`src/rtl/operand_skewer_pkg.sv`:
```
// Shared types and helpers for the operand skewer: FSM state encoding and
// the number of skewed beats needed to drain one matrix pair.
package operand_skewer_pkg;

  typedef enum logic [1:0] {
    LOAD  = 2'd0,
    FEED  = 2'd1,
    FLUSH = 2'd2
  } state_e;

  // A wavefront needs K beats plus one extra beat per additional lane.
  function automatic int beat_count(input int k, input int h, input int w);
    return k + ((h > w) ? h : w) - 1;
  endfunction

endpackage

```
`src/rtl/operand_skewer_if.sv`:
```
// Handshake bundle between the upstream operand FIFO, the skewer and the
// systolic array. The slave modport is the skewer's view.
interface operand_skewer_if #(
  parameter int width_p        = 32,
  parameter int array_width_p  = 2,
  parameter int array_height_p = 2
) ();

  logic                                valid_i;
  logic [width_p-1:0]                  data_i;
  logic                                yumi_o;
  logic [array_height_p*width_p-1:0]   row_o;
  logic [array_width_p*width_p-1:0]    col_o;
  logic                                valid_o;
  logic                                ready_i;
  logic                                flush_o;

  modport slave (
    input  valid_i, data_i, ready_i,
    output yumi_o, row_o, col_o, valid_o, flush_o
  );

  modport master (
    output valid_i, data_i, ready_i,
    input  yumi_o, row_o, col_o, valid_o, flush_o
  );

endinterface

```
`src/rtl/operand_skewer_skew_select.sv`:
```
// One lane of the skew network: picks element (t - lane) of the lane's K
// operands, or zero when the wavefront has not reached or has passed it.
module operand_skewer_skew_select #(
  parameter int width_p  = 32,
  parameter int k_p      = 2,
  parameter int beat_w_p = 2,
  parameter int lane_p   = 0
) (
  input  logic [beat_w_p-1:0]    beat_i,
  input  logic [k_p*width_p-1:0] elems_i,
  output logic [width_p-1:0]     elem_o
);

  // NOTE: every output of a combinational block gets a default first so no
  // path leaves it unassigned, which would otherwise infer a latch.
  always_comb begin
    elem_o = '0;
    for (int k = 0; k < k_p; k++) begin
      if (int'(beat_i) == lane_p + k) elem_o = elems_i[k*width_p +: width_p];
    end
  end

endmodule

```
`src/rtl/operand_skewer.sv`:
```
// Buffers an A (H x K) / B (K x W) operand pair from a FIFO and replays it as
// skewed wavefronts for a systolic array. Optional stall counter: OPERAND_SKEWER_STALL_CNT_EN.
module operand_skewer
  import operand_skewer_pkg::*;
#(
  parameter int width_p        = 32,
  parameter int array_width_p  = 2,
  parameter int array_height_p = 2,
  parameter int k_p            = 2
) (
  input  logic              clk_i,
  input  logic              reset_i,
  operand_skewer_if.slave   bus
`ifdef OPERAND_SKEWER_STALL_CNT_EN
  ,
  output logic [31:0]       stall_cnt_o
`endif
);

  localparam int h_lp           = array_height_p;
  localparam int w_lp           = array_width_p;
  localparam int a_words_lp     = h_lp * k_p;
  localparam int total_words_lp = a_words_lp + k_p * w_lp;
  localparam int beats_lp       = beat_count(k_p, h_lp, w_lp);
  localparam int word_w_lp      = $clog2(total_words_lp + 1);
  localparam int beat_w_lp      = $clog2(beats_lp + 1);

  localparam logic [word_w_lp-1:0] last_word_lp = word_w_lp'(total_words_lp - 1);
  localparam logic [beat_w_lp-1:0] last_beat_lp = beat_w_lp'(beats_lp - 1);

  state_e               state_q, state_d;
  logic [word_w_lp-1:0] word_q, word_d;
  logic [beat_w_lp-1:0] beat_q, beat_d;
  logic                 yumi;
  logic                 feed_valid;
  logic                 flush;

  // A occupies words [0, H*K), B follows at [H*K, H*K+K*W), both row-major.
  logic [width_p-1:0]   operand_mem [total_words_lp];

  always_ff @(posedge clk_i or posedge reset_i) begin
    if (reset_i) begin
      state_q <= LOAD;
      word_q  <= '0;
      beat_q  <= '0;
    end else begin
      state_q <= state_d;
      word_q  <= word_d;
      beat_q  <= beat_d;
    end
  end

  always_comb begin
    state_d    = state_q;
    word_d     = word_q;
    beat_d     = beat_q;
    yumi       = 1'b0;
    feed_valid = 1'b0;
    flush      = 1'b0;
    case (state_q)
      LOAD: begin
        // Reset is asynchronous, so the consume strobe is masked for its whole duration.
        yumi = bus.valid_i && !reset_i;
        if (yumi) begin
          if (word_q == last_word_lp) begin
            word_d  = '0;
            beat_d  = '0;
            state_d = FEED;
          end else begin
            word_d = word_q + word_w_lp'(1);
          end
        end
      end
      FEED: begin
        feed_valid = 1'b1;
        if (bus.ready_i) begin
          if (beat_q == last_beat_lp) begin
            beat_d  = '0;
            state_d = FLUSH;
          end else begin
            beat_d = beat_q + beat_w_lp'(1);
          end
        end
      end
      FLUSH: begin
        flush   = 1'b1;
        word_d  = '0;
        state_d = LOAD;
      end
      default: state_d = LOAD;
    endcase
  end

  // NOTE: the operand buffer has no reset branch; its contents are only ever
  // read after a full reload, so clearing it would buy nothing.
  always_ff @(posedge clk_i) begin
    if (yumi) operand_mem[word_q] <= bus.data_i;
  end

  for (genvar i = 0; i < h_lp; i++) begin : g_row
    logic [k_p*width_p-1:0] elems;
    logic [width_p-1:0]     sel;
    for (genvar k = 0; k < k_p; k++) begin : g_k
      assign elems[k*width_p +: width_p] = operand_mem[i*k_p + k];
    end
    operand_skewer_skew_select #(
      .width_p (width_p),
      .k_p     (k_p),
      .beat_w_p(beat_w_lp),
      .lane_p  (i)
    ) u_sel (
      .beat_i (beat_q),
      .elems_i(elems),
      .elem_o (sel)
    );
    assign bus.row_o[i*width_p +: width_p] = feed_valid ? sel : '0;
  end

  for (genvar j = 0; j < w_lp; j++) begin : g_col
    logic [k_p*width_p-1:0] elems;
    logic [width_p-1:0]     sel;
    for (genvar k = 0; k < k_p; k++) begin : g_k
      assign elems[k*width_p +: width_p] = operand_mem[a_words_lp + k*w_lp + j];
    end
    operand_skewer_skew_select #(
      .width_p (width_p),
      .k_p     (k_p),
      .beat_w_p(beat_w_lp),
      .lane_p  (j)
    ) u_sel (
      .beat_i (beat_q),
      .elems_i(elems),
      .elem_o (sel)
    );
    assign bus.col_o[j*width_p +: width_p] = feed_valid ? sel : '0;
  end

  assign bus.yumi_o  = yumi;
  assign bus.valid_o = feed_valid;
  assign bus.flush_o = flush;

`ifdef OPERAND_SKEWER_STALL_CNT_EN
  logic [31:0] stall_cnt_q;

  always_ff @(posedge clk_i or posedge reset_i) begin
    if (reset_i) begin
      stall_cnt_q <= '0;
    end else if (feed_valid && !bus.ready_i) begin
      stall_cnt_q <= stall_cnt_q + 32'd1;
    end
  end

  assign stall_cnt_o = stall_cnt_q;
`endif

endmodule

```
`src/flat_wrapper.sv`:
```
// flat-port wrapper written by rule: the top's interface ports become plain ports
module operand_skewer_flat import operand_skewer_pkg::*;
#(
  parameter int width_p        = 32,
  parameter int array_width_p  = 2,
  parameter int array_height_p = 2,
  parameter int k_p            = 2
)
  (clk_i, reset_i, bus_valid_i, bus_data_i, bus_ready_i, bus_yumi_o, bus_row_o, bus_col_o, bus_valid_o, bus_flush_o);
  operand_skewer_if #(.width_p(width_p), .array_width_p(array_width_p), .array_height_p(array_height_p)) bus_i ();
  input  logic clk_i;
  input  logic reset_i;
  input wire logic [$bits(bus_i.valid_i)-1:0] bus_valid_i;
  input wire logic [$bits(bus_i.data_i)-1:0] bus_data_i;
  input wire logic [$bits(bus_i.ready_i)-1:0] bus_ready_i;
  output wire logic [$bits(bus_i.yumi_o)-1:0] bus_yumi_o;
  output wire logic [$bits(bus_i.row_o)-1:0] bus_row_o;
  output wire logic [$bits(bus_i.col_o)-1:0] bus_col_o;
  output wire logic [$bits(bus_i.valid_o)-1:0] bus_valid_o;
  output wire logic [$bits(bus_i.flush_o)-1:0] bus_flush_o;
  assign bus_i.valid_i = bus_valid_i;
  assign bus_i.data_i = bus_data_i;
  assign bus_i.ready_i = bus_ready_i;
  assign bus_yumi_o = bus_i.yumi_o;
  assign bus_row_o = bus_i.row_o;
  assign bus_col_o = bus_i.col_o;
  assign bus_valid_o = bus_i.valid_o;
  assign bus_flush_o = bus_i.flush_o;
  operand_skewer #(.width_p(width_p), .array_width_p(array_width_p), .array_height_p(array_height_p), .k_p(k_p)) u_core (.clk_i(clk_i), .reset_i(reset_i), .bus(bus_i));
endmodule
```
`config.mk`:
```
export PLATFORM = sky130hd
export DESIGN_NAME = operand_skewer_flat
export DESIGN_NICKNAME = d
export VERILOG_FILES = /design/src/rtl/operand_skewer_pkg.sv /design/src/rtl/operand_skewer_if.sv /design/src/rtl/operand_skewer_skew_select.sv /design/src/rtl/operand_skewer.sv /design/src/flat_wrapper.sv
export SDC_FILE = /design/constraint.sdc
export NUM_CORES = 1
export LEC_CHECK = 0
export CORE_MARGIN = 4
export CORE_UTILIZATION = 56
export CTS_BUF_LIST = sky130_fd_sc_hd__clkbuf_8 sky130_fd_sc_hd__clkbuf_16
export CTS_CLUSTER_SIZE = 20
export DETAILED_ROUTE_END_ITERATION = 16
export PLACE_DENSITY = 0.84
export RECOVER_POWER = 50
export SETUP_SLACK_MARGIN = 0.1
export SKIP_CTS_REPAIR_TIMING = 1
export SYNTH_ARGS = -nofsm -noshare
export SYNTH_HDL_FRONTEND = slang
export SYNTH_SLANG_ARGS = --single-unit
```
`constraint.sdc`:
```
create_clock -name clk_i -period 6.1 [get_ports clk_i]
set_input_delay 1.22 -clock clk_i [delete_from_list [all_inputs] [get_ports clk_i]]
set_output_delay 1.22 -clock clk_i [all_outputs]
set_load 0.05 [all_outputs]
```
==> flow_metrics.py, run 1 <==
metrics = {
    "outcome": {
        "status": "finished, violations left",
        "violations": "max-capacitance violations, max-slew violations",
    },
    "layout": {
        "antenna_cells": 0,
        "nets": 686,
        "final_area_um2": 12150,
        "drive_gt1_share_pct": 7.519,
        "area_growth_pct": 27.32,
    },
    "worst_setup_path": {
        "crit_path_end_kind": "flop",
        "crit_family": "simple AND/OR/NAND/NOR gates",
        "cp-start-kind": "primary input",
        "cpMaxStageDelayCell": "nor2_1",
        "path_buf_inv": 1,
        "worstSetupPathType": "in -> reg",
        "worst-endpoint-required_ps": 6140,
        "critPathMaxStageDelay_ps": 2460,
        "critPathMaxFanout": 32,
        "cp.arrival_ps": 4580,
        "crit_chain": "dlygate4sd3_1 > nor2b_1 > nand2_1 > nor2_1",
    },
    "die": {
        "fp.coreArea_um2": 16640,
        "initial_core_util_pct": 57.36,
        "ioPinCount": 167,
        "die_area_um2": 19200,
        "die_w_um": 138.6,
        "die_y_um": 138.6,
        "std_cell_rows": 47,
    },
    "route": {
        "drtPass1Iterations": 5,
        "drtIter0Drc": 358,
        "wl_per_cell_um": 22.98,
        "wirelength_um": 20340,
        "ant_nets": 0,
        "vias_per_cell": 5.916,
        "vias": 5236,
        "drcViolationCount": 0,
    },
    "sta": {
        "min_period_ps": 4532,
        "setup_viol": 0,
        "drv_slew": 33,
        "fin_worst_skew_ps": 8.610,
        "fin_setup_tns_ps": 0,
        "fmax_mhz": 220.7,
        "tightestPinTransition_ps": 3368,
        "finalCritPeriodShare_pct": 74.29,
        "hold_viol": 0,
        "max-slew-margin-rel_pct": -125.4,
        "rsz0062_at_grt": "false",
    },
    "synth": {
        "synthArstFlopShare_pct": 3.030,
        "ys_seq_area_share_pct": 82.63,
        "netlist_area_um2": 9545,
        "synth-edff-count": 256,
        "syn-num-nets": 513,
        "yosys.area.top_type": "edfxtp_1",
        "synth.top_cell.area_share_pct": 80.53,
        "syn_inst": 476,
        "syn_area_per_cell_um2": 20.05,
        "ys_seq_elements": 264,
        "synth_flop_cell": "edfxtp_1",
        "yosysWarnings": 0,
        "synthTopCellsByArea": "edfxtp_1 81%, a22o_1 12%, dfrtp_1 2.1%",
        "ys_types": 33,
    },
    "clock_network": {
        "numCtsBuffers": 25,
        "clk_latency_ps": 510,
        "clk_pin_slew_ps": 60,
        "clock_tree.buffer_depth": 3,
        "cts_root_buf": "clkbuf_16",
        "cts_tree": "done",
        "htreeDepth": 1,
        "clock-sinks": 264,
    },
    "global_route": {
        "track_usage_pct": 20.71,
        "antenna_found_initial": 0,
        "grt_pass1_vias": 5331,
        "grt_overflow": 0,
        "grt_max_degree": 75,
        "grt_first_pass_wirelength_um": 31130,
    },
    "job": {
        "max_cap_violations": 1,
    },
    "placement": {
        "dpl_cell_area_um2": 11450,
        "port_buffers": 166,
        "gp_congestion": 0.8165,
        "hpwl_um": 11850,
    },
    "power": {
        "cellLeakagePower_nw": 3.988,
        "power.density_nw_per_um2": 407.4,
        "ir_worst_vdd_uv": 423.1,
    },
    "min_path": {
        "hp-class": "reg -> reg",
    },
}
## layer usage
metal | GRT usage (%) | wire, µm
met2 | 35.66 | 10340
met1 | 27.56 | 8101
met3 | 5.069 | 1561
met4 | 3.692 | 329
met5 | 0 | 0
## sequential cells by signal, indices dropped and copies added, names as in the netlist
| register | flops |
|---|---|
| u_core.word_q | 4 |
| u_core.operand_mem | 256 |
| u_core.beat_q | 2 |
| u_core.state_q | 2 |
## per-stage QoR
step | std cells | power, mW | setup WS (ps) | hold WS, ps | utilization [%]
floorplan | 476 | 3.150 | 1407 | 537.4 | -
global placement | 842 | 3.577 | 1919 | 565.5 | 68.78
detailed placement | 842 | 3.606 | 1933 | 591.6 | 68.78
CTS | 885 | 4.982 | 1730 | 604.0 | 73.17
global route | 885 | 5.107 | 1308 | 633.0 | 73.02
finish | 885 | 4.951 | 1568 | 608.3 | 73.02
## worst reg2reg max path, stage by stage, from the launching register on
cell and delay [ps]:
dfrtp_1 480, and4b_1 300, nand2_1 70, nor2_1 2460
## kinds of logic after synthesis
group	Yosys count	synth area share (%)
DFF	264	82.63
AOI/OAI and AO/OA	137	12.37
and+or+nand+nor	39	2.504
buffers and inverters	34	2.254
muxes	1	0.1049
adders and majority gates	1	0.1311
## cells in the mapped netlist (2+ instances only)
library cell,n
buf_4,6
buf_2,16
edfxtp_1,256
or3_1,2
nand3b_1,3
inv_1,4
nor3_1,3
dfrtp_1,8
buf_6,6
nor2_1,6
nand2_1,10
nand2b_1,4
nor2b_1,2
o22ai_1,3
a22o_1,128
o21ai_0,2
## path summary, 6_finish.rpt
path	from	end	slack [ps]	depth (start not counted)
worst max-delay path	reset_i	u_core.operand_mem[7][13]	1570	4
worst max register to register	u_core.state_q[0]	u_core.operand_mem[7][13]	2300	3
worst min register to register	u_core.word_q[1]	u_core.word_q[1]	610	2
min in group asynchronous	reset_i	u_core.beat_q[1]	1160	2
worst min-delay path	u_core.word_q[1]	u_core.word_q[1]	610	2
max in group asynchronous	reset_i	u_core.word_q[0]	4700	2
## final cells by class
cell class,count,area [µm²]
Inverter,5,18.77
Timing Repair Buffer,175,1743
Clock inverter,18,105.1
Tap cell,220,275.3
Sequential cell,264,7888
Clock buffer,25,625.6
Fill cell,959,4489
Multi-Input combinational cell,178,1498
## placed cells by master (no fill, tap or decap), types with 3 or more instances in the layout
cell type / count
dfrtp_1: 8
nand2_1: 10
o22ai_1: 3
inv_1: 11
nand2b_1: 4
dlygate4sd3_1: 33
nor2_4: 5
clkdlybuf4s50_1: 133
clkinv_1: 4
clkbuf_1: 3
clkinv_2: 5
buf_4: 4
edfxtp_1: 256
clkbuf_16: 25
a22o_1: 128
nand3b_1: 3
## power breakdown
part	internal (mW)	total, mW	leakage [nW]	switching [mW]
clock network	0.781	1.39	0.390	0.606
registers	2.14	2.21	2.41	0.0720
logic	0.430	1.35	1.19	0.919
(Power assumes the default switching activity.)
==> run 2: changes to the inputs <==
--- a/config.mk
+++ b/config.mk
@@ -6,11 +6,11 @@
 export NUM_CORES = 1
 export LEC_CHECK = 0
 export CORE_MARGIN = 4
-export CORE_UTILIZATION = 56
+export CORE_UTILIZATION = 52
 export CTS_BUF_LIST = sky130_fd_sc_hd__clkbuf_8 sky130_fd_sc_hd__clkbuf_16
 export CTS_CLUSTER_SIZE = 20
 export DETAILED_ROUTE_END_ITERATION = 16
-export PLACE_DENSITY = 0.84
+export PLACE_DENSITY = 0.79
 export RECOVER_POWER = 50
 export SETUP_SLACK_MARGIN = 0.1
 export SKIP_CTS_REPAIR_TIMING = 1
==> constraint.sdc (replaced) <==
create_clock -name clk_i -period 4.65 [get_ports clk_i]
set_input_delay 0.93 -clock clk_i [delete_from_list [all_inputs] [get_ports clk_i]]
set_output_delay 0.93 -clock clk_i [all_outputs]
set_load 0.05 [all_outputs]
==> run 2 against run 1 <==
The run still ends with max-capacitance violations, max-slew violations left. Die area is 7.2% higher. Non-clock buffer count is 6 higher. Clock power is 40% higher. Utilization is 5.0 points lower. Final cell count is 1.8% higher. Clock skew is 14 ps higher. Via count is 0.57% higher. Design area is 0.82% higher. Global-route usage is 0.50 points lower. Critical endpoint is now bus_row_o[33].
==> flow_metrics.py, run 2 (synthesis gave the netlist of run 1 again) <==
metrics = {
    "clock_network": {
        "cts_tree": "done",
        "clock_tree.buffer_depth": 3,
        "cts_root_buf": "clkbuf_16",
        "htreeDepth": 1,
        "clk_pin_slew_ps": 60,
        "clk_latency_ps": 510,
        "clock-sinks": 264,
        "numCtsBuffers": 25,
    },
    "placement": {
        "dp_slack_ps": 1047,
        "port_buffers": 166,
        "hpwl_um": 12590,
        "placed_cells": 857,
        "gp_congestion": 0.7931,
    },
    "route": {
        "vias": 5266,
        "ant_nets": 0,
        "drcViolationCount": 0,
        "drtIter0Drc": 367,
        "vias_per_cell": 5.845,
        "drtPass1Iterations": 4,
        "wirelength_um": 21040,
        "wl_per_cell_um": 23.35,
    },
    "worst_setup_path": {
        "crit_family": "buffers and inverters",
        "cpMaxStageDelayCell": "clkdlybuf4s50_1",
        "cp.arrival_ps": 3200,
        "worstSetupPathType": "reg -> out",
        "crit_chain": "nand2b_4 > nor3b_4 > buf_4 > a22o_1 > clkdlybuf4s50_1",
        "worst-endpoint-required_ps": 3720,
        "critPathMaxFanout": 64,
        "reg2reg_slack_ps": 1060,
        "crit_path_end_kind": "output pin",
        "critPathMaxStageDelay_ps": 830,
        "path_buf_inv": 2,
        "cp-start-kind": "flop",
    },
    "die": {
        "ioPinCount": 167,
        "die_area_um2": 20590,
        "std_cell_rows": 49,
        "initial_core_util_pct": 52.96,
        "fp.coreArea_um2": 18020,
        "die_y_um": 143.5,
        "die_w_um": 143.5,
    },
    "global_route": {
        "antenna_found_initial": 1,
        "grt_pass1_vias": 5550,
        "grt_max_degree": 100,
        "grt_first_pass_wirelength_um": 31640,
        "grt_overflow": 0,
        "track_usage_pct": 20.22,
    },
    "layout": {
        "largest_reg_flops": 256,
        "fin_cells": 901,
        "mostFrequentLayoutCell": "edfxtp_1",
        "most-common-layout-cells": "256 x edfxtp_1, 133 x clkdlybuf4s50_1, 128 x a22o_1",
        "regMostFlops": "u_core.operand_mem",
        "nets": 692,
        "area_growth_pct": 28.37,
        "nFillCells": 1138,
        "drive_gt1_share_pct": 8.346,
        "reg_top3": "u_core.operand_mem x256, u_core.word_q x4",
    },
    "power": {
        "power.density_nw_per_um2": 540.7,
        "ir_worst_vdd_uv": 413.1,
        "cellLeakagePower_nw": 4.035,
    },
    "sta": {
        "min_period_ps": 4130,
        "finalCritPeriodShare_pct": 88.81,
        "fin_worst_skew_ps": 22.12,
        "fmax_mhz": 242.2,
        "fin_setup_tns_ps": 0,
        "hold_viol": 0,
        "rsz0062_at_grt": "false",
        "finalWorstSetupSlack_ps": 520.5,
        "tightestPinTransition_ps": 2159,
        "drv_slew": 48,
        "setup_viol": 0,
        "max-slew-margin-rel_pct": -43.92,
    },
    "outcome": {
        "status": "finished, violations left",
        "violations": "max-capacitance violations, max-slew violations",
    },
    "job": {
        "max_cap_violations": 2,
    },
    "min_path": {
        "hp-class": "reg -> reg",
    },
}
-- run 2: cell count changes in the layout (fill, tap and decap cells not counted) --
cell / before / now
clkinv_1: 4 / 3
diode_2: 0 / 1
nor3_2: 1 / 0
buf_4: 4 / 10
nor3_1: 2 / 3
clkbuf_1: 3 / 4
clkbuf_8: 0 / 4
bufinv_16: 1 / 2
inv_1: 11 / 10
clkinv_2: 5 / 2
buf_12: 2 / 1
-- run 2: layout make-up --
type / count / area, µm² / area share (%)
antenna: 1 / 2.502 / 0.02042
clock buffer: 29 / 680.7 / 5.555
clock inverter: 14 / 112.6 / 0.9190
inverter: 5 / 18.77 / 0.1532
multi-input combinational: 178 / 1493 / 12.18
sequential: 264 / 7888 / 64.37
tap: 229 / 286.5 / 2.338
timing repair buffer: 181 / 1772 / 14.46
-- run 2: path summary, 6_finish.rpt --
check,start,end,cells after the start
max in group asynchronous,reset_i,u_core.word_q[0],2
setup reg to reg,u_core.state_q[0],u_core.operand_mem[2][16],5
hold reg to reg,u_core.word_q[3],u_core.word_q[3],1
min in group asynchronous,reset_i,u_core.word_q[3],2
hold / removal,u_core.word_q[3],u_core.word_q[3],1
setup / recovery,u_core.state_q[1],bus_row_o[33],5
-- run 2: per-layer routing --
layer  vias up  part of all wire, %  routed length (µm)  GRT usage [%]
met2       239                   51               10680          34.85
met1      2661                   40                8348          26.68
li1       2334                    -                   -              -
met4         0                  1.9                 408          5.798
met3        32                  7.6                1606          3.627
met5         -                    0                   0              0
-- run 2: where the power goes --
group	internal, mW	switching (mW)	total (mW)
clock network	1.14	0.792	1.94
registers	2.81	0.0971	2.91
logic	0.566	1.21	1.78
total	4.52	2.10	6.63
-- run 2: through the flow --
stage	instance area [µm²]	total power [mW]	util [%]	hold WS, ps
3_5_place_dp	11490	4.751	63.74	590.4
5_1_grt	12250	6.867	67.98	635.2
6_report	12250	6.625	67.98	606.4
3_3_place_gp	11490	4.713	63.74	560.5
2_1_floorplan	9545	4.132	-	537.4
4_1_cts	12280	6.688	68.15	604.7
-- run 2: worst reg2reg max path, delay by kind of cell, from the launching register on --
kind                   cells  cell delay (ps)
flip-flops                 1              470
buffers and inverters      2             1910
AND/OR/NAND/NOR            3              750
==> run 3: changes to the inputs <==
--- a/config.mk
+++ b/config.mk
@@ -5,7 +5,6 @@
 export SDC_FILE = /design/constraint.sdc
 export NUM_CORES = 1
 export LEC_CHECK = 0
-export CORE_MARGIN = 4
 export CORE_UTILIZATION = 52
 export CTS_BUF_LIST = sky130_fd_sc_hd__clkbuf_8 sky130_fd_sc_hd__clkbuf_16
 export CTS_CLUSTER_SIZE = 20
==> run 3 against run 2 <==
The run still ends with max-capacitance violations, max-slew violations left. Count of clock-buffer cells in the layout down 1. Via count down 0.89%. Critical path depth unchanged. Combinational power about the same. Worst setup slack better by 140 ps. Fmax up 3.5%. Clock power down 5%. Design area down 0.34%. Utilization about the same. Worst hold slack better by 11 ps. Final cell count up 0.11%. Largest power group unchanged.
==> flow_metrics.py, run 3 (synthesis gave the netlist of run 1 again) <==
metrics = {
    "worst_setup_path": {
        "cp-start-kind": "flop",
        "worstSetupPathType": "reg -> out",
        "crit_path_end_kind": "output pin",
        "crit_family": "buffers and inverters",
        "path_buf_inv": 2,
        "worst-endpoint-required_ps": 3720,
        "cpMaxStageDelayCell": "clkdlybuf4s50_1",
        "cp.arrival_ps": 3060,
        "crit_chain": "nand2b_4 > nor3_4 > buf_4 > a22o_1 > clkdlybuf4s50_1",
        "critPathMaxStageDelay_ps": 840,
        "critPathMaxFanout": 56,
    },
    "die": {
        "initial_core_util_pct": 53.14,
        "fp.coreArea_um2": 17960,
        "die_area_um2": 18900,
        "ioPinCount": 167,
        "std_cell_rows": 49,
        "die_y_um": 137.5,
        "die_w_um": 137.5,
    },
    "placement": {
        "hpwl_um": 12200,
        "dp_slack_ps": 1062,
        "port_buffers": 166,
        "dpl_cell_area_um2": 11500,
        "gp_congestion": 0.7507,
        "placed_cells": 859,
    },
    "clock_network": {
        "clock_tree.buffer_depth": 3,
        "clk_pin_slew_ps": 60,
        "cts_tree": "done",
        "clk_latency_ps": 500,
        "clock-sinks": 264,
        "numCtsBuffers": 25,
        "cts_root_buf": "clkbuf_16",
        "htreeDepth": 1,
    },
    "power": {
        "power.density_nw_per_um2": 534.5,
        "cellLeakagePower_nw": 4.038,
        "ir_worst_vdd_uv": 377.5,
        "p_sw_share_pct": 31.89,
        "p_total_mw": 6.527,
        "p_switching_mw": 2.081,
        "power.internal_mw": 4.446,
        "seq_power_share_pct": 44.5,
        "clockPowerShare_pct": 28.3,
        "p_comb_share_pct": 27.1,
    },
    "layout": {
        "area_growth_pct": 27.93,
        "most-common-layout-cells": "256 x edfxtp_1, 133 x clkdlybuf4s50_1, 128 x a22o_1",
        "fin_cells": 902,
        "final_area_um2": 12210,
        "nets": 694,
        "drive_gt1_share_pct": 8.172,
        "reg_top3": "u_core.operand_mem x256, u_core.word_q x4",
        "nFillCells": 1122,
        "largest_reg_flops": 256,
        "antenna_cells": 0,
        "utilization_pct": 67.98,
        "mostFrequentLayoutCell": "edfxtp_1",
        "regMostFlops": "u_core.operand_mem",
    },
    "sta": {
        "max-slew-margin-rel_pct": -9.808,
        "whs_ps": 617.4,
        "fin_setup_tns_ps": 0,
        "fin_worst_skew_ps": 18.33,
        "drv_slew": 33,
        "hold_viol": 0,
        "tightestPinTransition_ps": 1641,
        "finalCritPeriodShare_pct": 85.77,
        "fmax_mhz": 250.7,
        "finalWorstSetupSlack_ps": 661.5,
        "setup_viol": 0,
        "min_period_ps": 3988,
        "rsz0062_at_grt": "false",
    },
    "route": {
        "ant_nets": 0,
        "vias": 5219,
        "wl_per_cell_um": 22.28,
        "wirelength_um": 20090,
        "vias_per_cell": 5.786,
        "drtPass1Iterations": 4,
        "drcViolationCount": 0,
        "drtIter0Drc": 310,
    },
    "global_route": {
        "grt_overflow": 0,
        "track_usage_pct": 21.45,
        "antenna_found_initial": 0,
        "grt_max_degree": 73,
        "grt_first_pass_wirelength_um": 29500,
        "grt_pass1_vias": 5234,
    },
    "outcome": {
        "status": "finished, violations left",
        "violations": "max-capacitance violations, max-slew violations",
    },
    "job": {
        "max_cap_violations": 2,
    },
    "min_path": {
        "hp-class": "reg -> reg",
    },
}
run 3: changes by cell type in the layout (fill, tap and decap cells not counted):
cell | previous run | this run
diode_2 | 1 | 0
clkbuf_1 | 4 | 3
buf_4 | 10 | 13
nor3_1 | 3 | 2
bufinv_16 | 2 | 1
nor2_4 | 5 | 2
clkinv_2 | 2 | 3
nor3_2 | 0 | 1
nor2_1 | 1 | 4
inv_1 | 10 | 11
clkinv_1 | 3 | 4
clkbuf_8 | 4 | 3
inv_6 | 1 | 0
run 3: path summary, 6_finish.rpt:
check | to | slack (ps) | cells past startpoint | start
hold reg to reg | u_core.word_q[1] | 620 | 2 | u_core.word_q[1]
setup / recovery | bus_col_o[54] | 660 | 5 | u_core.state_q[1]
hold / removal | u_core.word_q[1] | 620 | 2 | u_core.word_q[1]
setup reg to reg | u_core.operand_mem[6][26] | 1320 | 5 | u_core.state_q[0]
max in group asynchronous | u_core.beat_q[1] | 3550 | 2 | reset_i
min in group asynchronous | u_core.word_q[0] | 870 | 2 | reset_i
run 3: per-layer routing:
| metal | routed length [µm] | track usage [%] | up-vias |
|---|---|---|---|
| met5 | 0 | 0 | - |
| met4 | 286 | 6.532 | 0 |
| met3 | 1152 | 2.649 | 28 |
| met2 | 10590 | 37.88 | 211 |
| met1 | 8063 | 27.76 | 2642 |
| li1 | - | - | 2338 |
run 3: layout make-up:
| class | instances | area [µm²] | share of cell area [%] |
|---|---|---|---|
| clock buffer | 28 | 666.9 | 5.461 |
| clock inverter | 15 | 86.33 | 0.7070 |
| inverter | 5 | 18.77 | 0.1537 |
| multi-input combinational | 178 | 1475 | 12.08 |
| sequential | 264 | 7888 | 64.59 |
| tap | 229 | 286.5 | 2.346 |
| timing repair buffer | 183 | 1790 | 14.66 |
run 3: worst reg2reg max path, delay by kind of cell (launching register included):
family / cells / cell delay (ps)
simple gates: 3 / 1680
flops: 1 / 480
buf+inv: 2 / 830
run 3: power by group through the flow:
stage	registers, mW	clock network (mW)	logic, mW
floorplan	2.92	0	1.21
CTS	2.91	1.88	1.80
global route	2.92	1.96	1.85
global placement	2.94	0	1.76
detailed placement	2.95	0	1.79
finish	2.91	1.85	1.77
==> RTL change 1, RTL diff (flow settings as in run 1) <==
`k_p` is set to 2 in 3 places; all go to 4.
--- a/src/rtl/operand_skewer_skew_select.sv
+++ b/src/rtl/operand_skewer_skew_select.sv
@@ -3,5 +3,5 @@
 module operand_skewer_skew_select #(
   parameter int width_p  = 32,
-  parameter int k_p      = 2,
+  parameter int k_p      = 4,
   parameter int beat_w_p = 2,
   parameter int lane_p   = 0
--- a/src/rtl/operand_skewer.sv
+++ b/src/rtl/operand_skewer.sv
@@ -7,5 +7,5 @@
   parameter int array_width_p  = 2,
   parameter int array_height_p = 2,
-  parameter int k_p            = 2
+  parameter int k_p            = 4
 ) (
   input  logic              clk_i,
--- a/src/flat_wrapper.sv
+++ b/src/flat_wrapper.sv
@@ -5,5 +5,5 @@
   parameter int array_width_p  = 2,
   parameter int array_height_p = 2,
-  parameter int k_p            = 2
+  parameter int k_p            = 4
 )
   (clk_i, reset_i, bus_valid_i, bus_data_i, bus_ready_i, bus_yumi_o, bus_row_o, bus_col_o, bus_valid_o, bus_flush_o);
Behaviour: not the same (Yosys sat finds a counterexample within 10 cycles, from zero or initial values and one cycle with reset_i high).
==> RTL change 1 against run 1 <==
The flow still finishes with violations (max-capacitance violations, max-slew violations); final area is 100% higher; wire length is 140% higher; setup slack worse by 0.78 ns; synthesized area is 120% higher; global-route usage is 3.3 points higher; total power is 87% higher; synthesized cell count grew to 2.5 times the old value; clock power is 120% higher; sequential cell count is 258 higher; cell count is 110% higher; critical path type is now reg2out; largest cell class unchanged.
==> RTL change 1: results (changes against run 1) <==
* Clock Skews at 0.0188 ns (+0.0102 ns)
* Via-to-Cell Ratio at 6.50 (+9.8%)
* GP Congestion at 0.805 (-1.4%)
* Class of the worst hold path: reg2reg
* Status: finished, violations left
* Register area share after synthesis at 76.0% (-6.6 points)
* Post-synth cell types at 39 (+18%)
* Max_cap viols at 3 (+2)
* R2R Setup Slk at 2.25 ns (-0.05 ns)
* PortBufs at 166 (unchanged)
* Largest regs: u_core.operand_mem (512), u_core.word_q (5), u_core.beat_q (3)
* Setup TNS Final at 0 ns (unchanged)
* Share of layout cells above drive strength 1 at 7.84% (+0.32 points)
* Maximum vdd drop at 0.000419 V (-0.99%)
* Antenna cells at 0 (unchanged)
* Post-synth EDFFs at 512 (+100%)
* Initial antenna violation count at 1 (+1)
* Hpwl dp at 27200 um (+130%)
* Largest net degree at the start of global routing at 193 (+160%)
* Failing checks: max-capacitance violations, max-slew violations
* Place WS at 1.44 ns (-0.492 ns)
* Crit path arrival time at 4.09 ns (-0.49 ns)
* TritonCTS Buffers at 51 (+100%)
* Crit path to: bus_row_o[57]
* Clock root cell: clkbuf_16
* Reg2reg path depth at 5 (+2)
* Post-synth top cells: edfxtp_1 (512), clkbuf_1 (74), nand2b_1 (69)
* First-pass GRT wire length at 72600 um (+130%)
* Final count of pins violating max slew at 99 (+200%)
* Worst-Skew Late Latency at 0.56 ns (+0.05 ns)
* CTS clk-pin slew, worst paths at 0.06 ns (about the same)
* Routed WL at 48700 um (+140%)
* GRT Overall Usage at 24.0% (+3.3 points)
* Syn. warnings at 0 (unchanged)
* Async set-reset flop share out of synthesis at 1.92% (-1.1 points)
* 1st-iter DRT viols at 1262 (+250%)
* Period utilisation layout at 87.1% (+13 points)
* Final nets at 1394 (+100%)
* Synthesized Nets at 1257 (+150%)
* DRT Pass-1 Iters at 5 (unchanged)
* RR Endpoint: u_core.operand_mem[12][30]$_DFFE_PP_
* H-tree levels at 2 (+1)
* Slew HR at -48.7% (+77 points)
* Max FO, Critical Path at 66 (+110%)
* Crit. Startpoint: u_core.beat_q[0]$_DFFE_PP0P_
* Leakage power at 0.00777 uW (+95%)
* Worst R2R Start: u_core.state_q[0]$_DFFE_PP0P_
* Dominant cells by area after synthesis: edfxtp_1 (75%), a221o_1 (3.1%), a32o_1 (3.1%)
==> RTL change 1: routing by layer <==
| metal | vias up | GRT usage [%] | wire length (um) | share of wire [%] |
|---|---|---|---|---|
| met4 | 2 | 8.20 | 1620 | 3.3 |
| met5 | - | 0 | 7 | 0.014 |
| met2 | 632 | 38.6 | 23800 | 49 |
| met1 | 6099 | 33.8 | 19000 | 39 |
| li1 | 5204 | - | - | - |
| met3 | 89 | 4.22 | 4190 | 8.6 |
==> RTL change 1: cells by family after synthesis <==
logic type	synth area share, %
muxes	0.152
buffers and inverters	2.23
and+or+nand+nor	7.79
adders and majority gates	0.548
AOI/OAI and AO/OA	13.3
DFF	76.0
==> RTL change 1: worst min-delay path by stage <==
stage	startpoint	slack, ns	cells past startpoint	to
after floorplan	u_core.word_q[4]$_DFFE_PP0P_	0.48	1	u_core.word_q[4]$_DFFE_PP0P_
after global placement	u_core.word_q[4]$_DFFE_PP0P_	0.50	1	u_core.word_q[4]$_DFFE_PP0P_
after detailed placement	u_core.word_q[4]$_DFFE_PP0P_	0.51	1	u_core.word_q[4]$_DFFE_PP0P_
after CTS	u_core.word_q[4]$_DFFE_PP0P_	0.52	1	u_core.word_q[4]$_DFFE_PP0P_
after global routing	u_core.word_q[4]$_DFFE_PP0P_	0.53	1	u_core.word_q[4]$_DFFE_PP0P_
final	u_core.word_q[4]$_DFFE_PP0P_	0.51	1	u_core.word_q[4]$_DFFE_PP0P_
==> RTL change 1: cell type report <==
| class | count | area [um^2] |
|---|---|---|
| Inverter | 11 | 41.3 |
| Clock buffer | 52 | 1300 |
| Fill cell | 2284 | 11600 |
| Tap cell | 461 | 577 |
| Sequential cell | 522 | 15600 |
| Timing Repair Buffer | 184 | 1810 |
| Multi-Input combinational cell | 579 | 4610 |
| Clock inverter | 42 | 378 |
==> RTL change 1: stage by stage <==
step | std cells | util [%] | total power (uW) | cell area (um^2)
6_report | 1851 | 67.8 | 9240 | 24300
3_3_place_gp | 1757 | 63.2 | 6130 | 22700
3_5_place_dp | 1757 | 63.2 | 6160 | 22700
2_1_floorplan | 1212 | - | 5530 | 20600
5_1_grt | 1851 | 67.8 | 9590 | 24300
4_1_cts | 1851 | 67.9 | 9260 | 24400
==> RTL change 1: report_power, final <==
group	total, uW	internal (uW)	switching (uW)
Clock	3120	1840	1280
Sequential	4160	4100	66.2
Combinational	1950	631	1320
Total	9240	6570	2670
==> RTL change 1: worst max-delay path: stages, from the launching register on <==
cell	delay, ns
dfrtp_1	0.43
inv_1	0.18
ha_1	0.19
buf_4	0.52
nand2_1	0.29
nor2_4	0.14
buf_4	0.61
a32o_1	0.27
clkdlybuf4s50_1	0.82
==> RTL change 2, RTL diff (settings of run 1) <==
Made on the original files. Take the reset off `word_q` and load it in a clocked block of its own.
--- a/src/rtl/operand_skewer.sv
+++ b/src/rtl/operand_skewer.sv
@@ -42,11 +42,13 @@
     if (reset_i) begin
       state_q <= LOAD;
-      word_q  <= '0;
       beat_q  <= '0;
     end else begin
       state_q <= state_d;
-      word_q  <= word_d;
       beat_q  <= beat_d;
     end
+  end
+
+  always_ff @(posedge clk_i) begin
+    word_q <= word_d;
   end
 
Formal check against the unedited RTL: differs if reset_i is asserted again (counterexample within 10 cycles, from zero or initial values and one cycle with reset_i high); with reset_i held inactive, the same outputs for 10 cycles.
==> RTL change 2 against run 1 <==
The run still ends with max-capacitance violations, max-slew violations left; wire length increased by 0.55%; cell count is 1.1% lower; critical path type unchanged; synthesized area up 0.38%; global-route usage decreased by 0.31 points; maximum frequency shrank 8.0%; utilization fell by 0.50 points; sequential cell count unchanged; setup slack worse by 0.39 ns; final area fell by 0.33%; total power grew 3.4%.
==> RTL change 2: results (changes against run 1) <==
* Dominant cells by area after synthesis: edfxtp_1 (81%), a22o_1 (12%), buf_6 (1.9%)
* Synthesized Nets at 503 (-1.9%)
* Layout clock area frac at 6.35% (+0.34 points)
* GRT Overall Usage at 20.4% (-0.31 points)
* GR Layer Usage met1 at 27.0% (-0.60 points)
* Met2 Use GR at 34.0% (-1.7 points)
* 1st-iter DRT viols at 386 (+7.8%)
* GP Congestion at 0.792 (-3.1%)
* Combinational power at 1560 uW (+16%)
* Async set-reset flop share out of synthesis at 1.52% (-1.5 points)
* Final count of pins violating max slew at 96 (+190%)
* RR Endpoint: u_core.operand_mem[7][9]$_DFFE_PP_
* Final nets at 674 (-1.7%)
* Max_cap viols at 4 (+3)
* Vias in the first global route at 5283 (-0.90%)
* Avg Inst Size Synth at 20.6 um^2 (+2.5%)
* Hold Slack at 0.643 ns (+0.0352 ns)
* Combinational share of power at 30.4% (+3.2 points)
* Post-synth cell types at 29 (-12%)
* Hold EP: u_core.word_q[0]$_SDFFCE_PP0P_
* Routed WL at 20400 um (+0.55%)
* Hold path depth at 1 (-1)
* Failing checks: max-capacitance violations, max-slew violations
* Register area share after synthesis at 82.5% (-0.10 points)
* Fraction of area in multi-input gates at 11.7% (-0.58 points)
* Maximum vdd drop at 0.000363 V (-14%)
* R2R Setup Slk at 1.94 ns (-0.36 ns)
* Routing usage on met3 at 6.38% (+1.3 points)
* Status: finished, violations left
* # fillers at 956 (-0.31%)
* Wirelength per Cell at 23.4 um (+1.7%)
* Leakage power at 0.00398 uW (-0.22%)
RTL change 2: cell types whose count changed after synthesis, moves of 3 or more:
cell,before,now
buf_2,16,5
buf_6,6,16
nor2_1,6,12
nand2_1,10,5
dfrtp_1,8,4
edfxtp_1,256,260
nor3_1,3,0
RTL change 2: how the worst max path moves through the flow:
stage / startpoint / to / slack [ns]
2_1_floorplan: reset_i / u_core.operand_mem[4][0]$_DFFE_PP_ / 2.27
3_3_place_gp: reset_i / bus_yumi_o / 1.81
3_5_place_dp: bus_valid_i / bus_yumi_o / 1.78
4_1_cts: u_core.state_q[1]$_DFFE_PP0P_ / bus_col_o[42] / 1.56
5_1_grt: reset_i / u_core.operand_mem[0][7]$_DFFE_PP_ / 0.92
6_report: reset_i / u_core.operand_mem[7][9]$_DFFE_PP_ / 1.17
RTL change 2: routing by layer:
layer	vias to the layer above	part of all wire, %
met4	2	1.3
met3	26	10
met2	266	50
li1	2275	-
met1	2591	39
met5	-	0.034
